[src/rtl/jtcontra_snd_cmdq_if.sv]
// Main-CPU / sound-CPU side signals of the sound-command queue.
// JTCONTRA_CMDQ_TIMEOUT_EN adds the sticky tout flag.
interface jtcontra_snd_cmdq_if #(
  parameter int unsigned AW = 3
);
  logic          main_wr;
  logic [7:0]    main_din;
  logic          full;
  logic          ovf;
  logic          ovf_clr;
  logic [AW:0]   level;
  logic [7:0]    snd_latch;
  logic          snd_irq;
  logic          snd_ack;
  logic          busy;
`ifdef JTCONTRA_CMDQ_TIMEOUT_EN
  logic          tout;
`endif

  modport master (
    output main_wr, main_din, ovf_clr, snd_ack,
    input  full, ovf, level, snd_latch, snd_irq, busy
`ifdef JTCONTRA_CMDQ_TIMEOUT_EN
    , input tout
`endif
  );

  modport slave (
    input  main_wr, main_din, ovf_clr, snd_ack,
    output full, ovf, level, snd_latch, snd_irq, busy
`ifdef JTCONTRA_CMDQ_TIMEOUT_EN
    , output tout
`endif
  );
endinterface

[src/rtl/jtcontra_snd_cmdq.sv]
// Sound-command FIFO plus latch/IRQ sequencer toward the sound CPU.
// Define JTCONTRA_CMDQ_TIMEOUT_EN to bound the ack wait by TIMEOUT cen pulses.
module jtcontra_snd_cmdq #(
  parameter int unsigned AW      = 3,
  parameter int unsigned IRQ_LEN = 4,
  parameter int unsigned GAP_LEN = 8
`ifdef JTCONTRA_CMDQ_TIMEOUT_EN
  , parameter logic [15:0] TIMEOUT = 16'd3000
`endif
)(
  input  logic               clk,
  input  logic               rstn,
  input  logic               cen,
  jtcontra_snd_cmdq_if.slave bus
);
  localparam int unsigned DEPTH    = 2**AW;
  localparam logic [AW:0] FULL_LVL = (AW+1)'(DEPTH);
  localparam logic [15:0] IRQ_LAST = 16'(IRQ_LEN - 1);
  localparam logic [15:0] GAP_LAST = 16'(GAP_LEN - 1);

  typedef enum logic [2:0] {IDLE, LOAD, SETUP, ASSERT, WAIT, GAP} state_t;

  state_t        state_q, state_d;
  logic [7:0]    mem [DEPTH];
  logic [AW-1:0] wr_ptr_q, wr_ptr_d, rd_ptr_q, rd_ptr_d;
  logic [AW:0]   level_q, level_d;
  logic          full_q, full_d, ovf_q, ovf_d;
  logic [7:0]    latch_q, latch_d;
  logic          irq_q, irq_d, busy_q, busy_d;
  logic          ack_seen_q, ack_seen_d;
  logic [15:0]   cnt_q, cnt_d;
  logic          push, pop, drop;
`ifdef JTCONTRA_CMDQ_TIMEOUT_EN
  logic          tout_q, tout_d, expire;
`endif

  always_comb begin
    state_d    = state_q;
    cnt_d      = cnt_q;
    ack_seen_d = ack_seen_q;
    latch_d    = latch_q;
    pop        = 1'b0;
`ifdef JTCONTRA_CMDQ_TIMEOUT_EN
    expire     = 1'b0;
`endif
    case (state_q)
      IDLE:  if (level_q != '0) state_d = LOAD;
      LOAD: begin
        latch_d = mem[rd_ptr_q];
        pop     = 1'b1;
        state_d = SETUP;
      end
      SETUP: begin
        cnt_d      = '0;
        ack_seen_d = 1'b0;
        state_d    = ASSERT;
      end
      ASSERT: begin
        // an ack arriving while the IRQ is still high must not be lost
        if (bus.snd_ack) ack_seen_d = 1'b1;
        if (cen) begin
          if (cnt_q == IRQ_LAST) begin
            state_d = WAIT;
            cnt_d   = '0;
          end else begin
            cnt_d = cnt_q + 16'd1;
          end
        end
      end
      WAIT: begin
        if (bus.snd_ack || ack_seen_q) begin
          state_d = GAP;
          cnt_d   = '0;
        end
`ifdef JTCONTRA_CMDQ_TIMEOUT_EN
        else if (cen) begin
          if (cnt_q == TIMEOUT - 16'd1) begin
            state_d = GAP;
            cnt_d   = '0;
            expire  = 1'b1;
          end else begin
            cnt_d = cnt_q + 16'd1;
          end
        end
`endif
      end
      GAP: begin
        if (GAP_LEN == 0) begin
          state_d = IDLE;
        end else if (cen) begin
          if (cnt_q == GAP_LAST) state_d = IDLE;
          else                   cnt_d = cnt_q + 16'd1;
        end
      end
      default: state_d = IDLE;
    endcase
  end

  // a full FIFO still accepts a write in the clk it is being popped
  always_comb begin
    push     = bus.main_wr && (!full_q || pop);
    drop     = bus.main_wr && !push;
    wr_ptr_d = push ? wr_ptr_q + 1'b1 : wr_ptr_q;
    rd_ptr_d = pop  ? rd_ptr_q + 1'b1 : rd_ptr_q;
    level_d  = level_q;
    if (push && !pop)      level_d = level_q + 1'b1;
    else if (!push && pop) level_d = level_q - 1'b1;
    full_d   = (level_d == FULL_LVL);
    ovf_d    = drop || (ovf_q && !bus.ovf_clr);
    irq_d    = (state_d == ASSERT);
    busy_d   = (state_d != IDLE);
`ifdef JTCONTRA_CMDQ_TIMEOUT_EN
    tout_d   = expire || (tout_q && !bus.ovf_clr);
`endif
  end

  always_ff @(posedge clk) begin
    if (push) mem[wr_ptr_q] <= bus.main_din;
  end

  always_ff @(posedge clk or negedge rstn) begin
    if (!rstn) begin
      state_q    <= IDLE;
      wr_ptr_q   <= '0;
      rd_ptr_q   <= '0;
      level_q    <= '0;
      full_q     <= 1'b0;
      ovf_q      <= 1'b0;
      latch_q    <= '0;
      irq_q      <= 1'b0;
      busy_q     <= 1'b0;
      ack_seen_q <= 1'b0;
      cnt_q      <= '0;
`ifdef JTCONTRA_CMDQ_TIMEOUT_EN
      tout_q     <= 1'b0;
`endif
    end else begin
      state_q    <= state_d;
      wr_ptr_q   <= wr_ptr_d;
      rd_ptr_q   <= rd_ptr_d;
      level_q    <= level_d;
      full_q     <= full_d;
      ovf_q      <= ovf_d;
      latch_q    <= latch_d;
      irq_q      <= irq_d;
      busy_q     <= busy_d;
      ack_seen_q <= ack_seen_d;
      cnt_q      <= cnt_d;
`ifdef JTCONTRA_CMDQ_TIMEOUT_EN
      tout_q     <= tout_d;
`endif
    end
  end

  assign bus.level     = level_q;
  assign bus.full      = full_q;
  assign bus.ovf       = ovf_q;
  assign bus.snd_latch = latch_q;
  assign bus.snd_irq   = irq_q;
  assign bus.busy      = busy_q;
`ifdef JTCONTRA_CMDQ_TIMEOUT_EN
  assign bus.tout      = tout_q;
`endif
endmodule
[src/flat_wrapper.sv]
// flat-port wrapper written by rule: the top's interface ports become plain ports
module jtcontra_snd_cmdq_flat 
#(
  parameter int unsigned AW      = 3,
  parameter int unsigned IRQ_LEN = 4,
  parameter int unsigned GAP_LEN = 8

)
  (clk, rstn, cen, bus_main_wr, bus_main_din, bus_ovf_clr, bus_snd_ack, bus_full, bus_ovf, bus_level, bus_snd_latch, bus_snd_irq, bus_busy);
  jtcontra_snd_cmdq_if #(.AW(AW)) bus_i ();
  input  logic clk;
  input  logic rstn;
  input  logic cen;
  input wire logic [$bits(bus_i.main_wr)-1:0] bus_main_wr;
  input wire logic [$bits(bus_i.main_din)-1:0] bus_main_din;
  input wire logic [$bits(bus_i.ovf_clr)-1:0] bus_ovf_clr;
  input wire logic [$bits(bus_i.snd_ack)-1:0] bus_snd_ack;
  output wire logic [$bits(bus_i.full)-1:0] bus_full;
  output wire logic [$bits(bus_i.ovf)-1:0] bus_ovf;
  output wire logic [$bits(bus_i.level)-1:0] bus_level;
  output wire logic [$bits(bus_i.snd_latch)-1:0] bus_snd_latch;
  output wire logic [$bits(bus_i.snd_irq)-1:0] bus_snd_irq;
  output wire logic [$bits(bus_i.busy)-1:0] bus_busy;
  assign bus_i.main_wr = bus_main_wr;
  assign bus_i.main_din = bus_main_din;
  assign bus_i.ovf_clr = bus_ovf_clr;
  assign bus_i.snd_ack = bus_snd_ack;
  assign bus_full = bus_i.full;
  assign bus_ovf = bus_i.ovf;
  assign bus_level = bus_i.level;
  assign bus_snd_latch = bus_i.snd_latch;
  assign bus_snd_irq = bus_i.snd_irq;
  assign bus_busy = bus_i.busy;
  jtcontra_snd_cmdq #(.AW(AW), .IRQ_LEN(IRQ_LEN), .GAP_LEN(GAP_LEN)) u_core (.clk(clk), .rstn(rstn), .cen(cen), .bus(bus_i));
endmodule
[config.mk]
export PLATFORM = sky130hd
export DESIGN_NAME = jtcontra_snd_cmdq_flat
export DESIGN_NICKNAME = d
export VERILOG_FILES = /design/src/rtl/jtcontra_snd_cmdq_if.sv /design/src/rtl/jtcontra_snd_cmdq.sv /design/src/flat_wrapper.sv
export SDC_FILE = /design/constraint.sdc
export NUM_CORES = 1
export LEC_CHECK = 0
export ABC_CLOCK_PERIOD_IN_PS = 2700
export CAP_MARGIN = 40
export CORE_MARGIN = 2
export CORE_UTILIZATION = 59
export CTS_BUF_LIST = sky130_fd_sc_hd__clkbuf_4 sky130_fd_sc_hd__clkbuf_8
export CTS_CLUSTER_DIAMETER = 120
export DETAILED_ROUTE_END_ITERATION = 10
export PLACE_DENSITY = 0.83
export REMOVE_ABC_BUFFERS = 1
export SETUP_SLACK_MARGIN = 0.4
export SYNTH_ARGS = -nofsm -noshare
export SYNTH_HDL_FRONTEND = slang
export SYNTH_SLANG_ARGS = --single-unit
[constraint.sdc]
create_clock -name clk -period 2.7 [get_ports clk]
set_input_delay 0.54 -clock clk [delete_from_list [all_inputs] [get_ports clk]]
set_output_delay 0.54 -clock clk [all_outputs]
set_load 0.1 [all_outputs]
Yosys cells after proc, flatten, opt, wreduce, memory -nomap -nowiden. Memories as Yosys holds them, arrays and structs flattened. A register that Yosys moved wholly into a read port is not among the register bits. Index checks and enable logic that the tools add are counted.

Register bits: 34. Latch bits: 0. Bits in writable memories: 64. ROM bits: 0. Input bits: 14. Output and inout port bits: 16. Memories: 1.

Add/subtract/negate cells: 5. $mul: 0. Divide/modulo/power cells: 0. Magnitude comparators: 0. Equal/unequal tests: 14. Shifts and indexed selects: 0. Muxes and demuxes: 20. Bitwise operators: 0. Reductions and logical operators: 20.

Memories: u_core.mem (words 8, bits a word 8, read ports 1, clocked after Yosys merged registers in 1, wr ports 1, line jtcontra_snd_cmdq.sv:24) `logic [7:0] mem [DEPTH];`.

Operators by type and width (count): $mux 16 (5); $pmux 16 s4 (1); $mux 3 (6); $pmux 3 s6 (1); $add 16x1->16 const B (1); $eq 16x2->1 const B (1); $eq 16x3->1 const B (1); $eq 3x2->1 const B (3); $mux 4 (2); $ne 2x2->1 const B (4); $reduce_bool 4->1 (2); $add 3x1->3 const B (2); $eq 3x3->1 const B (2); $logic_and 1x1->1 (5); $logic_not 1->1 (5); $reduce_and 5->1 (1); $add 4x1->4 const B (1); $eq 4x4->1 const B (1); $mux 1 (4); $sub 4x1->4 const B (1); $eq 3x1->1 const B (1); $logic_not 3->1 (1); $logic_or 1x1->1 (3); $reduce_bool 3->1 (1); other kinds (4) (4).

Longest topological paths before layout. Gate-level depths: netlist (run 1).

Depth after elaboration: 9. Mapped depth: 8. Gate-level depth less buffers: 7.

Worst setup path before layout (run 1). OpenSTA, ideal clock, no wires.

Path type: reg-to-reg. Start: reg u_core.state_q[1]. End: mem u_core.mem[0][0], enable pin. Data arrival time: 1986 ps. Setup slack: 331 ps. Cell stages (with the launch flop): 6. Buffers on the path: 1. Clock period less this slack: 2369 ps. Cells stage by stage: dfrtp_1 buf_6 or3b_1 a21oi_1 nand2b_1 nor3_1.

Word-level cells in the longest chain between the ends: 6.

RTL lines: from (decl) (line jtcontra_snd_cmdq.sv:23) `state_t state_q, state_d;`; from (signal assigned) (line jtcontra_snd_cmdq.sv:138) `state_q <= state_d;`; $eq 3x1->1 (line jtcontra_snd_cmdq.sv:46) `case (state_q)`; $mux 1 (line jtcontra_snd_cmdq.sv:46); $logic_or 1x1->1 (line jtcontra_snd_cmdq.sv:101) `push = bus.main_wr && (!full_q || pop);`; $logic_and 1x1->1 (line jtcontra_snd_cmdq.sv:101); $mux 1 (line jtcontra_snd_cmdq.sv:118) `if (push) mem[wr_ptr_q] <= bus.main_din;`; $mux 1 (not written as such) (line jtcontra_snd_cmdq.sv:118); to (decl) (line jtcontra_snd_cmdq.sv:24).

Every way passes these cells.

Final worst setup path (run 1).
Start: reg u_core.state_q[1]. End: mem u_core.mem[0][4], enable pin.

The elaborated chain is that of the path after synthesis.

==> flow_summary.toml, run 1 <==
[logic_synthesis]
ys_seq_area_frac = 0.6226
yosysMostFrequentCell = "edfxtp_1"
async_flop_share = 0.3962
ys.warnings.count = 0
synth.top_cell.area_share = 0.4025
synth_edf_count = 64
synth_commonest_cells = "edfxtp_1, dfrtp_1, nand2_1"
synth.largest_area_cell = "edfxtp_1"
ys_seq_elements = 106
ys.flop_type = "edfxtp_1"
yosys.cell_types.count = 57
netlist_area_mm2 = 0.004775
synthCells = 347
synthTopCellsByArea = "edfxtp_1, dfrtp_1, mux4_2"
syn_area_per_cell_um2 = 13.76

[die]
die_area_mm2 = 0.008828
initial_core_util = 0.6147
coreArea_mm2 = 0.007767
die_x_um = 93.96
ios = 30
die_h_um = 93.96
rows = 32

[cts]
clockBufferDepth = 2
tritoncts = "yes"
cts_resized = 0
worstSkewPairLatency_ps = 370
root_buffer = "clkbuf_8"
holdBufCountCts = 0
cts_max_level = 3
numCtsBuffers = 9
post_cts_buffers = 0
cts.clk_slew.worst_paths_ps = 120
clkSinkCount = 106

[timing]
rsz0062_at_grt = "no"
hold_viol = 0
slew_headroom = 0.4673
finClkSkew_ps = 15.43
min_period_ps = 2135
final-setup-viol-count = 0
timing.fmax_mhz = 468.4
drv_slew = 0
finalSetupTns_ps = 0
post-route-period-util = 0.7907
tightest_slew_ps = 799.0

[global_route]
grtUsageTotal = 0.2233
grt_pass1_vias = 2927
grt_pass1_wl_mm = 14.73
grt_max_degree = 23
overflow = 0
antenna_found_initial = 0

[place]
hpwl_mm = 5.904
gp_congestion = 0.8311
portBuffers = 29

[critical_path]
cp-start-kind = "register"
worstPathRequired_ps = 2780
cp_max_fo = 8
criticalPathCategory = "reg2reg"
cp.arrival_ps = 2210
cp-end-kind = "register"

[power]
ir_drop_uv = 463.6
pwr_density_cell_mw_per_mm2 = 795.9
p_leak_nw = 1.986
fin_total_pwr_mw = 4.273

[worst_hold_path]
hp-class = "in2async"

[route]
initialDrtViolationCount = 131
num_vias = 2938
via_per_inst = 5.947
wl_mm = 8.796
drc = 0
dr.pass1.iters = 4
wl_per_cell_um = 17.81
final_antenna_net_count = 0

[finish]
syn2layout_area_growth_pct = 12.45
drive_above_1_share = 0.2041
diodes = 0
final_nets = 408

[run_status]
outcome = "completed"

[run]
cap_violations = 0
per-layer routing:
layer	vias up	GRT usage	part of all wire	wire [um]
li1	1394	-	-	-
met1	1462	0.2892	0.42	3683
met2	78	0.3851	0.53	4670
met5	-	0	0	0
met3	4	0.05778	0.045	396
met4	0	0.04348	0.0052	46
final timing paths:
check,from,end,slack (ps),depth (start not counted)
max,u_core.state_q[1],u_core.mem[0][4],570,5
min,rstn,u_core.state_q[1],130,1
max reg2reg,u_core.state_q[1],u_core.mem[0][4],570,5
min reg2reg,u_core.bus.snd_latch[0],u_core.bus.snd_latch[0],500,2
max in group asynchronous,rstn,u_core.bus.snd_latch[4],2060,2
min in group clk,u_core.bus.snd_latch[0],u_core.bus.snd_latch[0],500,2
state kept, by name, indices dropped and copies added, names as in the netlist, 3 cells and up:
register / count
u_core.bus.level: 4
u_core.bus.snd_latch: 8
u_core.cnt_q: 16
u_core.mem: 64
u_core.rd_ptr_q: 3
u_core.state_q: 3
u_core.wr_ptr_q: 3
per-stage QoR:
step	cell area, um2	worst slack (ps)	cells	hold WS [ps]	utilization
finish	5369	565.0	494	132.0	0.6912
global route	5369	404.3	494	151.5	0.6912
CTS	5368	526.8	494	130.9	0.6910
floorplan	4658	82.24	332	244.4	-
global placement	5136	301.4	477	473.4	0.6612
detailed placement	5164	249.6	478	487.2	0.6648
logic make-up (layout without fill, tap and decap cells):
kind of cell    Yosys count  after routing  share of synthesized area
simple gates            112            112                     0.1326
flops                   106            106                     0.6226
compound gates           60             60                    0.08307
buf+inv                  30             75                    0.03616
mux                      25             25                    0.09434
fa+ha+maj                 7              7                    0.01834
xor+xnor                  7              7                    0.01284
worst max-delay path, cell delays in order (launching register included):
cell and delay, ps:
dfrtp_1 500, or3b_1 460, a21oi_1 300, nand2b_1 190, nor3_1 170, buf_4 220
final cells by class:
type / instances / area [um2]
fill: 554 / 2399
inverter: 15 / 56.30
tap: 102 / 127.6
sequential: 106 / 2974
clock buffer: 9 / 123.9
multi-input combinational: 211 / 1629
clock inverter: 7 / 80.08
timing repair buffer: 44 / 377.9
report_power, final:
group | total (mW) | internal [mW] | switching (mW) | leakage [nW]
combinational | 1.11 | 0.359 | 0.750 | 0.821
clock | 0.967 | 0.369 | 0.598 | 0.0994
sequential | 2.20 | 2.00 | 0.202 | 1.07
layout by cell type, fill, tap and decap left out, types with 9 or more instances in the layout:
master           netlist  layout
o21ai_0               20      20
mux2i_1                9       9
buf_4                  3      30
a21oi_1               17      17
edfxtp_1              64      64
nor3_1                 9       9
clkbuf_8               3       9
inv_1                 14      14
clkdlybuf4s50_1        0      12
mux4_2                16      16
nand2_1               33      33
dfrtp_1               42      41
nor2_1                16      16
Power figures use the tool's default switching activity.
==> run 2, diff against run 1 <==
--- a/config.mk
+++ b/config.mk
@@ -5,14 +5,14 @@
 export SDC_FILE = /design/constraint.sdc
 export NUM_CORES = 1
 export LEC_CHECK = 0
-export ABC_CLOCK_PERIOD_IN_PS = 2700
+export ABC_CLOCK_PERIOD_IN_PS = 1900
 export CAP_MARGIN = 40
 export CORE_MARGIN = 2
-export CORE_UTILIZATION = 59
+export CORE_UTILIZATION = 55
 export CTS_BUF_LIST = sky130_fd_sc_hd__clkbuf_4 sky130_fd_sc_hd__clkbuf_8
 export CTS_CLUSTER_DIAMETER = 120
 export DETAILED_ROUTE_END_ITERATION = 10
-export PLACE_DENSITY = 0.83
+export PLACE_DENSITY = 0.82
 export REMOVE_ABC_BUFFERS = 1
 export SETUP_SLACK_MARGIN = 0.4
 export SYNTH_ARGS = -nofsm -noshare
==> constraint.sdc (replaced) <==
create_clock -name clk -period 1.9 [get_ports clk]
set_input_delay 0.38 -clock clk [delete_from_list [all_inputs] [get_ports clk]]
set_output_delay 0.38 -clock clk [all_outputs]
set_load 0.1 [all_outputs]
==> run 2 against run 1 <==
  * The flow now finishes with violations (setup timing)
  * Core utilization is 14 points higher
  * Hold slack better by 320 ps
  * Sequential share of layout area decreased by 12 points
  * Sequential cell count stayed put
  * Non-clock buffer count is 73 higher
  * Critical path depth is 1 higher
  * Combinational power rose by 150%
  * Clock-buffer cell count did not move
  * Setup slack got worse by 710 ps
  * First-iteration DRC count is 110% higher
  * Die area grew 6.9%
  * Via count grew 26%
  * Critical path type unchanged
  * Largest cell class unchanged
  * Largest power group unchanged
  * Highest routed layer unchanged
==> flow_summary.toml, run 2 (synthesized netlist as in run 1, its figures left out) <==
[critical_path]
r2r-start = "u_core.cnt_q[1]"
path_cells = "ha_4 -> nand2b_1 -> nor2_4 -> a21o_4 -> or4_1 -> o21ai_1"
r2r-end = "u_core.cnt_q[3]"
cp_slowest_stage_delay_ps = 510
r2r_cells = 6
cp_max_fo = 5
worstPathRequired_ps = 2190
criticalPathCategory = "reg2reg"
r2r_slack_ps = -140
cp.arrival_ps = 2340
cp-start-kind = "register"
slowest_stage = "or4_1"
cp-end-kind = "register"

[global_route]
overflow = 0
antenna_found_initial = 0
grt_max_degree = 24
grt_pass1_vias = 3485
grt_pass1_wl_mm = 18.03
grtUsageTotal = 0.2451

[power]
pwr_density_cell_mw_per_mm2 = 1092
switching_power_mw = 3.008
seqPwrFrac = 0.432
ir_drop_uv = 1150
switching_share = 0.3982
p_int_mw = 4.545
fin_total_pwr_mw = 7.552
p_leak_nw = 2.633
pwr-share-comb = 0.365
pwr-share-clk = 0.203

[finish]
largest_register = "u_core.mem"
final_nets = 482
layout_commonest_cell = "edfxtp_1"
largest_register_ffs = 64
drive_above_1_share = 0.5064
mostFrequentLayoutCells = "edfxtp_1, buf_4, buf_6, dfrtp_1, nand2_1"
diodes = 0
fin_util = 0.8334
syn2layout_area_growth_pct = 44.86

[timing]
finClkSkew_ps = 14.90
slew_headroom = 0.4990
rsz0062_at_grt = "yes"
timing.fmax_mhz = 489.8
finalWorstSetupSlack_ps = -141.7
drv_slew = 0
tightest_slew_ps = 751.5
hold_viol = 0
post-route-period-util = 1.075
final-setup-viol-count = 17
min_period_ps = 2042

[die]
ios = 30
rows = 33
initial_core_util = 0.5753
die_x_um = 97.17
die_h_um = 97.17
die_area_mm2 = 0.009442
coreArea_mm2 = 0.008299

[route]
num_vias = 3692
dr.pass1.iters = 5
drc = 0
initialDrtViolationCount = 272
wl_mm = 14.64
via_per_inst = 6.466
wl_per_cell_um = 25.63
final_antenna_net_count = 0

[place]
gp_congestion = 0.8698
portBuffers = 29
hpwl_mm = 6.550

[cts]
root_buffer = "clkbuf_8"
numCtsBuffers = 9
clockBufferDepth = 2
cts.clk_slew.worst_paths_ps = 130
cts_max_level = 3
worstSkewPairLatency_ps = 390
clkSinkCount = 106
tritoncts = "yes"

[run_status]
outcome = "complete, but fails checks"
violations = "setup timing"

[run]
cap_violations = 0

[worst_hold_path]
hp-class = "in2async"
==> run 2: cell count changes in the layout (fill, tap and decap cells not counted), sizes merged <==
cell | before | now
dlygate4sd3 | 0 | 1
inv | 17 | 18
a21o | 2 | 3
buf | 32 | 103
clkbuf | 9 | 10
clkinvlp | 1 | 0
==> run 2: worst max-delay path by stage <==
| stage | slack (ps) | end | startpoint | cells past startpoint |
|---|---|---|---|---|
| after floorplan | -720 | u_core.mem[0][0] | u_core.state_q[0] | 4 |
| after global placement | -220 | u_core.cnt_q[7] | bus_snd_ack | 6 |
| after detailed placement | -270 | u_core.mem[0][5] | bus_main_wr | 6 |
| after CTS | 2 | u_core.cnt_q[9] | u_core.state_q[2] | 6 |
| after global routing | -170 | u_core.cnt_q[3] | u_core.cnt_q[1] | 6 |
| final | -140 | u_core.cnt_q[3] | u_core.cnt_q[1] | 6 |
==> run 2: worst max-delay path: cells and delay by family (launching register included) <==
| family | cells | cell delay [ps] |
|---|---|---|
| AO/OA/AOI/OAI | 2 | 410 |
| adder cells (fa/ha/maj) | 1 | 200 |
| flip-flops | 1 | 440 |
| AND/OR/NAND/NOR | 3 | 900 |
==> run 2: power groups by stage <==
| stage | sequential, mW | clock (mW) | combinational (mW) |
|---|---|---|---|
| after floorplan | 3.55 | 0 | 0.696 |
| after global placement | 3.14 | 0 | 1.82 |
| after detailed placement | 3.17 | 0 | 1.86 |
| after CTS | 3.15 | 1.50 | 2.22 |
| after global routing | 3.30 | 1.64 | 2.85 |
| final | 3.27 | 1.53 | 2.76 |
==> run 2: area by class of cell <==
class	instances	area, um2
Clock inverter	7	98.84
Clock buffer	9	123.9
Inverter	15	56.30
Multi-Input combinational cell	212	2171
Fill cell	354	1383
Tap cell	105	131.4
Timing Repair Buffer	117	1355
Sequential cell	106	2980
==> run 2: per-layer routing <==
layer,GRT usage,up-vias,part of all wire
li1,-,1555,-
met1,0.3020,1844,0.35
met2,0.4407,219,0.53
met3,0.04676,74,0.066
met4,0.07151,0,0.054
met5,0,-,0
==> run 2: timing repair <==
| action | in CTS | in global routing |
|---|---|---|
| setup buffers | 25 | 16 |
| pin swaps | 17 | 38 |
| endpoints found under the hold margin | 16 | 0 |
| setup endpoints to repair | 95 | 107 |
| hold buffers | 1 | 0 |
| gates cloned | 4 | 2 |
| gates resized for setup | 84 | 104 |
==> run 2: through the flow <==
step	instances	hold WS (ps)	TNS [ps]	worst slack [ps]	cell area, um2
3_3_place_gp	507	324.3	-11140	-222.9	5518
3_5_place_dp	507	332.3	-16940	-271.4	5518
4_1_cts	553	459.3	0	2.091	6321
6_report	571	448.3	-802.0	-141.7	6917
5_1_grt	571	488.6	-2087	-165.8	6917
2_1_floorplan	332	84.41	-35090	-717.8	4658
